===== config.mk =====
export PLATFORM = sky130hd
export DESIGN_NAME = gpio_serial_loader
export DESIGN_NICKNAME = d
export VERILOG_FILES = /design/src/rtl/gpio_serial_loader.sv
export SDC_FILE = /design/constraint.sdc
export NUM_CORES = 1
export LEC_CHECK = 0
export ABC_AREA = 1
export BUFFER_PORTS_ARGS = -buffer_cell sky130_fd_sc_hd__buf_4
export CAP_MARGIN = 10
export CELL_PAD_IN_SITES_DETAIL_PLACEMENT = 1
export CELL_PAD_IN_SITES_GLOBAL_PLACEMENT = 1
export CORE_ASPECT_RATIO = 1.2
export CORE_MARGIN = 8
export CORE_UTILIZATION = 47
export CTS_CLUSTER_DIAMETER = 80
export DETAILED_ROUTE_END_ITERATION = 8
export GPL_ROUTABILITY_DRIVEN = 0
export HOLD_SLACK_MARGIN = 0.1
export PLACE_DENSITY_LB_ADDON = 0.1
export REMOVE_ABC_BUFFERS = 1
export SETUP_SLACK_MARGIN = 0.15
export SYNTH_ARGS = -nofsm -noshare
export SYNTH_HDL_FRONTEND = slang
export SYNTH_SLANG_ARGS = --single-unit

===== constraint.sdc =====
create_clock -name mclk -period 10.3 [get_ports mclk]
set_input_delay 3.09 -clock mclk [delete_from_list [all_inputs] [get_ports mclk]]
set_output_delay 3.09 -clock mclk [all_outputs]
set_load 0.01 [all_outputs]

===== src/rtl/gpio_serial_loader.sv =====
// gpio_serial_loader
//   Transmit end of the GPIO pad-configuration serial chain. Keeps one
//   PAD_CTRL_BITS-wide config word per pad. On request it shifts every word
//   out on serial_clock/serial_data, then pulses serial_load. The last pad is
//   sent first and pad 0 last, with each word sent MSB first.
//
// Ports
//   mclk          in   system clock
//   reset         in   asynchronous reset, active-high
//   cfg_wr_en     in   register-file write strobe (honoured only while idle)
//   cfg_wr_addr   in   pad index to write (out-of-range indices ignored)
//   cfg_wr_data   in   config word
//   start         in   single-cycle request to transmit the whole chain
//   busy          out  transmission in progress
//   done          out  one-cycle pulse when the transmission completes
//   serial_clock  out  chain shift clock (registered)
//   serial_data   out  chain shift data (registered)
//   serial_load   out  chain load strobe (registered)

module gpio_serial_loader #(
   parameter int                       NUM_PADS      = 9,
   parameter int                       PAD_CTRL_BITS = 12,
   parameter logic [PAD_CTRL_BITS-1:0] CFG_DEFAULT   = 12'hC00,
   parameter int                       CLK_DIV       = 4,
   parameter bit                       AUTO_START    = 1'b1,
   localparam int                      AW            = (NUM_PADS > 1) ? $clog2(NUM_PADS) : 1
) (
   input  logic                     mclk,
   input  logic                     reset,
   input  logic                     cfg_wr_en,
   input  logic [AW-1:0]            cfg_wr_addr,
   input  logic [PAD_CTRL_BITS-1:0] cfg_wr_data,
   input  logic                     start,
   output logic                     busy,
   output logic                     done,
   output logic                     serial_clock,
   output logic                     serial_data,
   output logic                     serial_load
);

   localparam int BW = (PAD_CTRL_BITS > 1) ? $clog2(PAD_CTRL_BITS) : 1;
   localparam int DW = (CLK_DIV > 1) ? $clog2(CLK_DIV) : 1;

   localparam logic [DW-1:0] DIV_LAST = DW'(CLK_DIV - 1);
   localparam logic [BW-1:0] BIT_LAST = BW'(PAD_CTRL_BITS - 1);
   localparam logic [AW-1:0] PAD_LAST = AW'(NUM_PADS - 1);

   typedef enum logic [1:0] {
      IDLE,
      SHIFT,
      GAP,
      LOAD
   } state_t;

   state_t                   state, state_n;
   logic [DW-1:0]            div, div_n;
   logic                     phase, phase_n;     // 0: low half, 1: high half
   logic [BW-1:0]            bit_cnt, bit_n;     // counts up; selects bit BIT_LAST-bit_cnt
   logic [AW-1:0]            pad, pad_n;         // counts down from PAD_LAST
   logic                     auto_pend;
   logic                     go;
   logic                     addr_ok;
   logic                     wr_ok;
   logic                     sclk_n, sdata_n, sload_n, done_n;

   logic [PAD_CTRL_BITS-1:0] words      [NUM_PADS];
   logic [PAD_CTRL_BITS-1:0] words_next [NUM_PADS];

   // Address range check only exists when the address field can hold
   // values beyond the last pad.
   if ((2 ** AW) > NUM_PADS) begin : g_addr_chk
      assign addr_ok = (32'(cfg_wr_addr) < NUM_PADS);
   end else begin : g_addr_all
      assign addr_ok = 1'b1;
   end

   assign wr_ok = cfg_wr_en && addr_ok && (state == IDLE);
   assign go    = start || auto_pend;
   assign busy  = (state != IDLE);

   // Write-through view of the register file. The first transmitted bit is
   // read from this view, so a write in the same cycle as start is sent.
   always_comb begin
      for (int unsigned i = 0; i < NUM_PADS; i++) begin
         words_next[i] = words[i];
      end
      if (wr_ok) begin
         words_next[cfg_wr_addr] = cfg_wr_data;
      end
   end

   always_ff @(posedge mclk or posedge reset) begin
      if (reset) begin
         for (int unsigned i = 0; i < NUM_PADS; i++) begin
            words[i] <= CFG_DEFAULT;
         end
      end else begin
         for (int unsigned i = 0; i < NUM_PADS; i++) begin
            words[i] <= words_next[i];
         end
      end
   end

   // Automatic start fires on the first clock edge after reset release.
   always_ff @(posedge mclk or posedge reset) begin
      if (reset) begin
         auto_pend <= AUTO_START;
      end else begin
         auto_pend <= 1'b0;
      end
   end

   // Next-state logic. The serial outputs are derived from the next state
   // so that the flops below drive the pins directly.
   always_comb begin
      state_n = state;
      div_n   = div;
      phase_n = phase;
      bit_n   = bit_cnt;
      pad_n   = pad;
      done_n  = 1'b0;

      case (state)
         IDLE: begin
            if (go) begin
               state_n = SHIFT;
               div_n   = '0;
               phase_n = 1'b0;
               bit_n   = '0;
               pad_n   = PAD_LAST;
            end
         end

         SHIFT: begin
            if (div == DIV_LAST) begin
               div_n = '0;
               if (!phase) begin
                  phase_n = 1'b1;
               end else begin
                  phase_n = 1'b0;
                  if (bit_cnt == BIT_LAST) begin
                     bit_n = '0;
                     if (pad == '0) begin
                        state_n = GAP;
                     end else begin
                        pad_n = pad - 1'b1;
                     end
                  end else begin
                     bit_n = bit_cnt + 1'b1;
                  end
               end
            end else begin
               div_n = div + 1'b1;
            end
         end

         GAP: begin
            if (div == DIV_LAST) begin
               div_n   = '0;
               state_n = LOAD;
            end else begin
               div_n = div + 1'b1;
            end
         end

         LOAD: begin
            if (div == DIV_LAST) begin
               div_n   = '0;
               state_n = IDLE;
               done_n  = 1'b1;
            end else begin
               div_n = div + 1'b1;
            end
         end

         default: begin
            state_n = IDLE;
         end
      endcase

      sclk_n  = (state_n == SHIFT) && phase_n;
      sload_n = (state_n == LOAD);
      sdata_n = 1'b0;
      if (state_n == SHIFT) begin
         sdata_n = words_next[pad_n][BIT_LAST - bit_n];
      end
   end

   always_ff @(posedge mclk or posedge reset) begin
      if (reset) begin
         state        <= IDLE;
         div          <= '0;
         phase        <= 1'b0;
         bit_cnt      <= '0;
         pad          <= '0;
         done         <= 1'b0;
         serial_clock <= 1'b0;
         serial_data  <= 1'b0;
         serial_load  <= 1'b0;
      end else begin
         state        <= state_n;
         div          <= div_n;
         phase        <= phase_n;
         bit_cnt      <= bit_n;
         pad          <= pad_n;
         done         <= done_n;
         serial_clock <= sclk_n;
         serial_data  <= sdata_n;
         serial_load  <= sload_n;
      end
   end

endmodule

==> results of run 1 <==
[cells by family (layout without fill, tap and decap cells)]
| logic type | count (synthesis) | after routing | share of synthesized area |
|---|---|---|---|
| simple gates | 467 | 467 | 0.333 |
| xor+xnor | 1 | 1 | 0.00141 |
| compound gates | 97 | 97 | 0.0868 |
| flops | 126 | 126 | 0.510 |
| buf+inv | 83 | 104 | 0.0623 |
| other cells | 1 | 1 | 0.000602 |
| fa+ha+maj | 3 | 3 | 0.00603 |
[cells in the mapped netlist (2+ instances only)]
| cell type | n | area share |
|---|---|---|
| dfstp_2 | 19 | 0.080 |
| inv_2 | 9 | 0.0054 |
| nand3b_1 | 2 | 0.0024 |
| nor3_1 | 2 | 0.0016 |
| nor2_2 | 3 | 0.0030 |
| buf_2 | 28 | 0.022 |
| a21oi_1 | 6 | 0.0048 |
| o21ai_2 | 6 | 0.0084 |
| nand2_1 | 252 | 0.15 |
| o21ai_1 | 53 | 0.043 |
| nor2_4 | 2 | 0.0036 |
| nand3_2 | 2 | 0.0032 |
| o41ai_1 | 2 | 0.0028 |
| ha_1 | 3 | 0.0060 |
| nand3_1 | 164 | 0.13 |
| nand2_4 | 2 | 0.0036 |
| nor2_1 | 24 | 0.014 |
| dfrtp_1 | 107 | 0.43 |
| inv_1 | 34 | 0.020 |
| o21ai_0 | 25 | 0.020 |
| nand2_2 | 11 | 0.011 |
| buf_4 | 9 | 0.011 |
[path summary, 6_finish.rpt]
| kind | start | cells after the start | slack [ns] | to |
|---|---|---|---|---|
| max in group asynchronous | reset | 3 | 6.07 | words[81] |
| worst max register to register | div[0] | 19 | 6.44 | serial_data |
| worst min-delay path | words[23] | 2 | 0.47 | words[23] |
| min in group asynchronous | reset | 2 | 2.73 | div[0] |
| worst min register to register | words[23] | 2 | 0.47 | words[23] |
| worst max-delay path | start | 18 | 4.38 | serial_data |
[registers in the layout, summed over array words and instances (netlist names)]
| register | cells |
|---|---|
| words | 108 |
| bit_cnt | 4 |
| pad | 4 |
| div | 2 |
| state | 2 |
| auto_pend | 1 |
| done | 1 |
| phase | 1 |
| serial_clock | 1 |
| serial_data | 1 |
| serial_load | 1 |
[final cells by class]
class / instances / area [um^2]
Sequential cell: 126 / 3180
Clock inverter: 11 / 116
Timing Repair Buffer: 29 / 218
Clock buffer: 21 / 460
Tap cell: 168 / 210
Fill cell: 1598 / 6060
Inverter: 43 / 164
Multi-Input combinational cell: 569 / 2660
[metal layers]
| metal | vias up | track usage | wire (um) | share of wire |
|---|---|---|---|---|
| met5 | - | 0 | 0 | 0 |
| met4 | 0 | 0.105 | 462 | 0.023 |
| met3 | 32 | 0.0429 | 702 | 0.036 |
| met2 | 117 | 0.420 | 10200 | 0.52 |
| met1 | 2760 | 0.283 | 8370 | 0.42 |
| li1 | 2583 | - | - | - |
[per-stage QoR]
stage          worst slack, ns  hold slack, ns  area [um^2]  std cells  utilization
3_5_place_dp              4.03           0.459         6430        935        0.492
3_3_place_gp              4.14           0.454         6430        935        0.492
6_report                  4.38           0.474         7010        967        0.536
5_1_grt                   4.10           0.484         7010        967        0.536
4_1_cts                   4.39           0.473         7010        967        0.536
2_1_floorplan             3.89           0.439         6000        738            -
[where the power goes]
part / internal [uW] / switching (uW)
combinational: 179 / 365
sequential: 670 / 56.5
clock: 367 / 222
[worst min-delay path, stage by stage (launching register included)]
cell and delay, ns:
dfstp_2 0.36, nand2_1 0.05, nand2_1 0.06
==> metrics.cfg, run 1 <==
[critical_path]
start_kind=input pin
critical_path.max_fanout=45
required_ns=10.64
end_kind=flip-flop
crit_path_max_incr_delay_ns=0.47
cp_top_family=simple AND/OR/NAND/NOR gates
crit_top_cell=nand3_1
cp_slowest_cell=nand2_2
crit_chain=buf_4 -> or2_2 -> nand2_1 -> nand2_1 -> nand2_2 -> nand2_2 -> buf_4 -> inv_2 -> nand2_1 -> nand3_1 -> nand3_1 -> nand3_1 -> nand3_1 -> nand3_1 -> nand3_1 -> nand2_1 -> inv_1 -> nor2_1
worst-path-buf-inv=4
arrival_ns=6.25
crit_type=in -> reg

[timing]
tns_ns=0
max_freq_ghz=0.169
timing.final.crit_share=0.574
setup_viol=0
drv_slew=0
fin_crit_ns=5.92
tightestPinTransition_ns=1.13
relSlewSlack=0.237
finalClockSkew_ns=0.00630
hold_viol=0
rsz0062_at_grt=no

[detailed_routing]
drtPass1Iterations=5
drc_errors=0
wl_um=19700
via_count=5492
first_iter_violations=367
ant_nets=0
wl_per_cell_um=20.4
vias_per_cell=5.68

[clock_network]
ctsResizeCount=0
tritoncts=built
post_cts_buffers=0
holdBufCountCts=0
cts_buffer_depth=2
clk_latency_ns=0.41
htree_levels=4
numCtsBuffers=17
cts_root_buf=clkbuf_16
cts.sinks=126
clk_pin_slew_worst_paths_ns=0.06

[logic_synthesis]
ys.flop_type=dfrtp_1
synthDistinctLibCells=35
syn_avg_cell_area_um2=8.01
yosysSeqAreaShare=0.510
synth_cells=778
ys_seq_elements=126
synth_edf_count=0
async_reset_ff_frac=1.00
synth_area_um2=6230
yosysWarnings=0

[pwr]
power_uw=1860
leakage_uw=0.00333
p_per_area_nw_per_um2=265
ir_drop_mv=0.124

[floorplanning]
fp.dieW_um=121
die_area_um2=17200
io_pins=25
fp.dieH_um=142
core_area_um2=13100
initial_core_util=0.477
num_rows=46

[hold_path]
hp-class=reg -> reg

[layout]
drive_gt1_frac=0.150
final_cell_mix=nand2_1, nand3_1, dfrtp_1
nNetsFinal=809
area_delta_synth_final_pct=12.5
n_antenna_cell=0
mostFrequentLayoutCell=nand2_1

[flow_run]
drv_cap=0

[placement]
dp_hpwl_um=12600
placement.io_buffers=24

[global_route]
antenna_found_initial=0
grt_pass1_vias=6026
grt_usage=0.241
grt_start_max_net_pins=82
grt_pass1_wl_um=31900
gr-total-overflow=0

[outcome]
status=complete, no violations

Power figures use the tool's default switching activity.
==> run 2, diff against run 1 <==
ABC_AREA = 0   (was 1)
clock period = 6.2 ns   (was 10.3 ns; I/O delays follow)
==> metrics.cfg, run 2 <==
[clock_network]
ctsResizeCount=0  ; unchanged
cts_root_buf=clkbuf_16
tritoncts=built
cts_buffer_depth=2  ; unchanged
holdBufCountCts=0  ; unchanged
clk_pin_slew_worst_paths_ns=0.06  ; about the same
htree_levels=4  ; unchanged
post_cts_buffers=0  ; unchanged
cts.sinks=126  ; unchanged
clk_latency_ns=0.43  ; +0.02 ns
numCtsBuffers=17  ; unchanged

[critical_path]
start_kind=input pin
timing.rr.start=pad[0]
arrival_ns=5.10  ; -1.15 ns
worst-r2r-cell-count=12  ; -7
crit_type=in -> reg
required_ns=6.50  ; -4.14 ns
critical_path.max_fanout=11  ; -76%
reg2reg_slack_ns=2.10  ; -4.34 ns
r2r_end=serial_data
end_kind=flip-flop

[layout]
final_cell_mix=dfrtp_1, mux2_2, nand2_1
area_delta_synth_final_pct=14.2
nFillCells=1437  ; -10%
nNetsFinal=622  ; -23%
seqCellArea_um2=3180  ; unchanged
largest_register_ffs=108  ; unchanged
multi_input_area_um2=3040  ; +14%
utilization=0.542  ; +0.00542
n_antenna_cell=0  ; unchanged
mostFrequentLayoutCell=dfrtp_1
top_register=words
final_cells=783  ; -19%
drive_gt1_frac=0.332  ; +0.182
reg_top3=words x108, bit_cnt x4, pad x4

[floorplanning]
io_pins=25  ; unchanged
die_area_um2=17800  ; +3.4%
num_rows=47  ; +2.2%
initial_core_util=0.474  ; -0.00232
core_area_um2=13600  ; +4.4%
fp.dieW_um=123  ; +1.7%
fp.dieH_um=145  ; +1.7%

[hold_path]
hold_depth=2  ; unchanged
hp-class=reg -> reg
min_delay_worst_endpoint=words[88]
hp-start=words[88]

[timing]
setup_viol=0  ; unchanged
drv_slew=0  ; unchanged
finalClockSkew_ns=0.00638  ; +0.0000751 ns
setup_ws_ns=1.40  ; -2.98 ns
rsz0062_at_grt=no
timing.final.crit_share=0.774
tns_ns=0  ; unchanged
tightestPinTransition_ns=1.03  ; -0.101 ns
max_freq_ghz=0.208
hold_viol=0  ; unchanged
relSlewSlack=0.309  ; +0.0718
fin_crit_ns=4.80

[logic_synthesis]
async_reset_ff_frac=1.00  ; unchanged
synthTopCellsByArea=dfrtp_1, mux2_2, dfstp_2
yosysWarnings=0  ; unchanged
yosysTopAreaCell=dfrtp_1
yosysMostFrequentCell=dfrtp_1
synth_cells=587  ; -25%
synth_area_um2=6470  ; +3.9%
synth_commonest_cells=dfrtp_1, mux2_2, nand2_1
ys_seq_elements=126  ; unchanged
synth_edf_count=0  ; unchanged
yosysTopAreaCellShare=0.414  ; -0.0162
syn_avg_cell_area_um2=11.0  ; +38%
yosysSeqAreaShare=0.491  ; -0.0192
synthDistinctLibCells=69  ; +97%
ys.flop_type=dfrtp_1

[detailed_routing]
via_count=4794  ; -13%
vias_per_cell=6.12  ; +7.8%
first_iter_violations=338  ; -7.9%
wl_um=18800  ; -4.8%
drtPass1Iterations=5  ; unchanged
wl_per_cell_um=24.0  ; +18%
ant_nets=0  ; unchanged
drc_errors=0  ; unchanged

[pwr]
p_per_area_nw_per_um2=368  ; +39%
leakage_uw=0.00344  ; +3.3%
ir_drop_mv=0.196  ; +58%

[global_route]
gr-total-overflow=0  ; unchanged
grt_usage=0.229  ; -0.0122
antenna_found_initial=0  ; unchanged
grt_pass1_vias=5429  ; -9.9%
met3_usage=0.0398  ; -0.00303
use_met1=0.267  ; -0.0168
busiest_layer=met2
grt_start_max_net_pins=127  ; +55%
grt_pass1_wl_um=30500  ; -4.4%
use_met2=0.396  ; -0.0239

[placement]
dp_cells=751  ; -20%
dp_slack_ns=1.05  ; -2.98 ns
placement.io_buffers=24  ; unchanged
dp_hpwl_um=12400  ; -1.8%

[outcome]
status=complete, no violations

[flow_run]
drv_cap=0  ; unchanged

==> run 2: power by group <==
part / switching (uW) / internal [uW] / total, uW
combinational: 518 / 278 / 795
sequential: 41.7 / 874 / 915
clock: 370 / 640 / 1010
total: 930 / 1790 / 2720
==> run 2: area by class of cell <==
class                           count  area share
Clock buffer                       24      0.0723
Clock inverter                      8      0.0102
Inverter                           13     0.00694
Multi-Input combinational cell    402       0.411
Sequential cell                   126       0.430
Tap cell                          171      0.0289
Timing Repair Buffer               39      0.0413
==> run 2: kinds of logic (layout without fill, tap and decap cells) <==
family                     Yosys count  count (layout)  share of synthesized area
AOI/OAI and AO/OA                  113             113                      0.129
buffers and inverters               59              84                     0.0410
DFF                                126             126                      0.491
muxes                              122             122                      0.209
xor gates and xnor gates             2               2                    0.00271
and+or+nand+nor                    161             161                      0.121
adders and majority gates            3               3                    0.00580
other                                1               1                   0.000579
==> run 2: critical path, cell delays in order <==
cell and delay (ns):
buf_4 0.12, or4b_4 0.59, nor4_4 0.79, mux2i_1 0.53, o221ai_1 0.42, o21ai_0 0.20, o22ai_1 0.24, o31ai_1 0.12
a41o_1 0.22
==> run 2: metal layers <==
metal / routed length (um) / up-vias
li1: - / 2176
met1: 7660 / 2497
met2: 10100 / 98
met3: 769 / 23
met4: 277 / 0
met5: 0 / -
==> run 2: per-stage QoR <==
step	power [uW]	area (um^2)	hold slack [ns]
CTS	2740	7390	0.474
global placement	1690	6780	0.446
global route	2840	7390	0.495
floorplan	1420	6260	0.436
detailed placement	1710	6780	0.460
finish	2720	7390	0.471
==> run 2: worst max-delay path by stage <==
| stage | from | end | cells after the start |
|---|---|---|---|
| finish | cfg_wr_addr[3] | serial_data | 9 |
| global placement | cfg_wr_addr[3] | serial_data | 9 |
| global route | cfg_wr_addr[3] | serial_data | 9 |
| floorplan | reset | bit_cnt[0] | 1 |
| CTS | cfg_wr_addr[3] | serial_data | 9 |
| detailed placement | cfg_wr_addr[3] | serial_data | 9 |
==> run 3, diff against run 2 <==
ABC_AREA = 1   (was 0)
CORE_UTILIZATION = 42   (was 47)
clock period = 4.35 ns   (was 6.2 ns; I/O delays follow)
==> metrics.cfg, run 3 (synthesized netlist as in run 1, its figures left out) <==
[layout]
final_cell_mix=nand2_1, nand3_1, dfrtp_1
reg_top3=words x108, bit_cnt x4, pad x4
n_antenna_cell=0  ; unchanged
area_delta_synth_final_pct=13.4
utilization=0.488  ; -0.0541
drive_gt1_frac=0.150  ; -0.182
nNetsFinal=817  ; +31%
final_cells=1007  ; +29%
largest_register_ffs=108  ; unchanged
top_register=words
mostFrequentLayoutCell=nand2_1

[timing]
setup_viol=0  ; unchanged
tns_ns=0  ; unchanged
hold_viol=0  ; unchanged
finalClockSkew_ns=0.00937  ; +0.00300 ns
max_freq_ghz=0.291
setup_ws_ns=0.918  ; -0.483 ns
tightestPinTransition_ns=0.773  ; -0.257 ns
rsz0062_at_grt=no
drv_slew=0  ; unchanged
timing.final.crit_share=0.789
fin_crit_ns=3.43
relSlewSlack=0.484  ; +0.175

[global_route]
grt_start_max_net_pins=70  ; -45%
grt_pass1_vias=5858  ; +7.9%
grt_usage=0.226  ; -0.00264
antenna_found_initial=0  ; unchanged
gr-total-overflow=0  ; unchanged
grt_pass1_wl_um=32700  ; +7.4%

[detailed_routing]
drtPass1Iterations=4  ; -1
via_count=5539  ; +16%
wl_per_cell_um=20.3  ; -15%
vias_per_cell=5.50  ; -10%
drc_errors=0  ; unchanged
wl_um=20500  ; +9.2%
first_iter_violations=319  ; -5.6%
ant_nets=0  ; unchanged

[critical_path]
crit_path_max_incr_delay_ns=0.41  ; -0.38 ns
crit_chain=buf_4 -> or2_2 -> nand2_1 -> nand2_1 -> nand2_2 -> nand2_2 -> buf_4 -> nand2_1 -> nand3_1 -> nand3_1 -> nand3_1 -> nand3_1 -> nand3_1 -> nand3_1 -> nand2_1 -> inv_1 -> nor2_1
arrival_ns=3.75  ; -1.35 ns
required_ns=4.66  ; -1.84 ns
timing.rr.start=div[0]
critical_path.max_fanout=38  ; +27
cp_slowest_cell=buf_4
end_kind=flip-flop
start_kind=input pin
worst-r2r-cell-count=18  ; +6
crit_type=in -> reg
crit_top_cell=nand3_1
crit_path_start=start

[floorplanning]
num_rows=48  ; +2.1%
initial_core_util=0.430  ; -0.0441
core_area_um2=14500  ; +6.1%
fp.dieW_um=127  ; +3.3%
fp.dieH_um=149  ; +3.4%
io_pins=25  ; unchanged
die_area_um2=19000  ; +6.7%

[clock_network]
htree_levels=4  ; unchanged
holdBufCountCts=0  ; unchanged
post_cts_buffers=0  ; unchanged
ctsResizeCount=0  ; unchanged
numCtsBuffers=17  ; unchanged
clk_pin_slew_worst_paths_ns=0.06  ; about the same
cts_buffer_depth=2  ; unchanged
cts.sinks=126  ; unchanged
cts_root_buf=clkbuf_16
clk_latency_ns=0.42  ; about the same
tritoncts=built

[pwr]
leakage_uw=0.00335  ; -2.7%
p_per_area_nw_per_um2=606  ; +65%
ir_drop_mv=0.226  ; +15%

[hold_path]
hp-start=words[19]
hp-class=reg -> reg
hold_depth=2  ; unchanged

[flow_run]
drv_cap=0  ; unchanged

[outcome]
status=complete, no violations

[placement]
dp_slack_ns=0.521  ; -0.533 ns
placement.io_buffers=24  ; unchanged
dp_cells=975  ; +30%
dp_hpwl_um=13500  ; +8.8%

## run 3: cell types whose count changed in the layout (fill, tap and decap cells not counted), sizes merged, moves of 7 or more
cell / change
nand2: +197
o22ai: -8
a211oi: -8
inv: +31
nand3: +160
mux2i: -22
mux2: -100
or3: -11
o21ai: +68
nor3: -15
o211ai: -7
## run 3: power breakdown
part           total, uW  switching (uW)  leakage [uW]  internal [uW]
combinational       1290             848       0.00148            446
clock               1270             496      0.000253            771
sequential          1720             130       0.00162           1590
## run 3: layer usage
layer / up-vias / GRT usage / wire [um]
met2: 122 / 0.385 / 10200
met3: 23 / 0.0461 / 744
met5: - / 0 / 0
li1: 2608 / - / -
met4: 0 / 0.0781 / 422
met1: 2786 / 0.280 / 9070
## run 3: area by class of cell
cell class,count,area (um^2)
multi-input cells,569,2660
inverters,43,164
clock inverters,3,15.0
fillers,1773,7410
flip-flops and latches,126,3180
well taps,200,250
repair buffers,37,290
clock buffers,29,500
## run 3: final timing paths
kind	endpoint	slack, ns
worst max register to register	serial_data	1.08
max in group asynchronous	words[35]	2.43
min in group asynchronous	div[0]	1.03
worst max-delay path	serial_data	0.92
worst min-delay path	words[19]	0.47
worst min register to register	words[19]	0.47
## run 3: per-stage QoR
stage	area [um^2]	hold WS (ns)	power, uW
3_5_place_dp	6550	0.459	3020
5_1_grt	7060	0.487	4550
3_3_place_gp	6550	0.451	2950
2_1_floorplan	6000	0.439	2590
4_1_cts	7060	0.471	4300
6_report	7060	0.469	4280
## run 3: critical path: cells and delay by family
family	cells	cell delay [ns]
buf+inv	3	0.55
simple gates	14	1.85
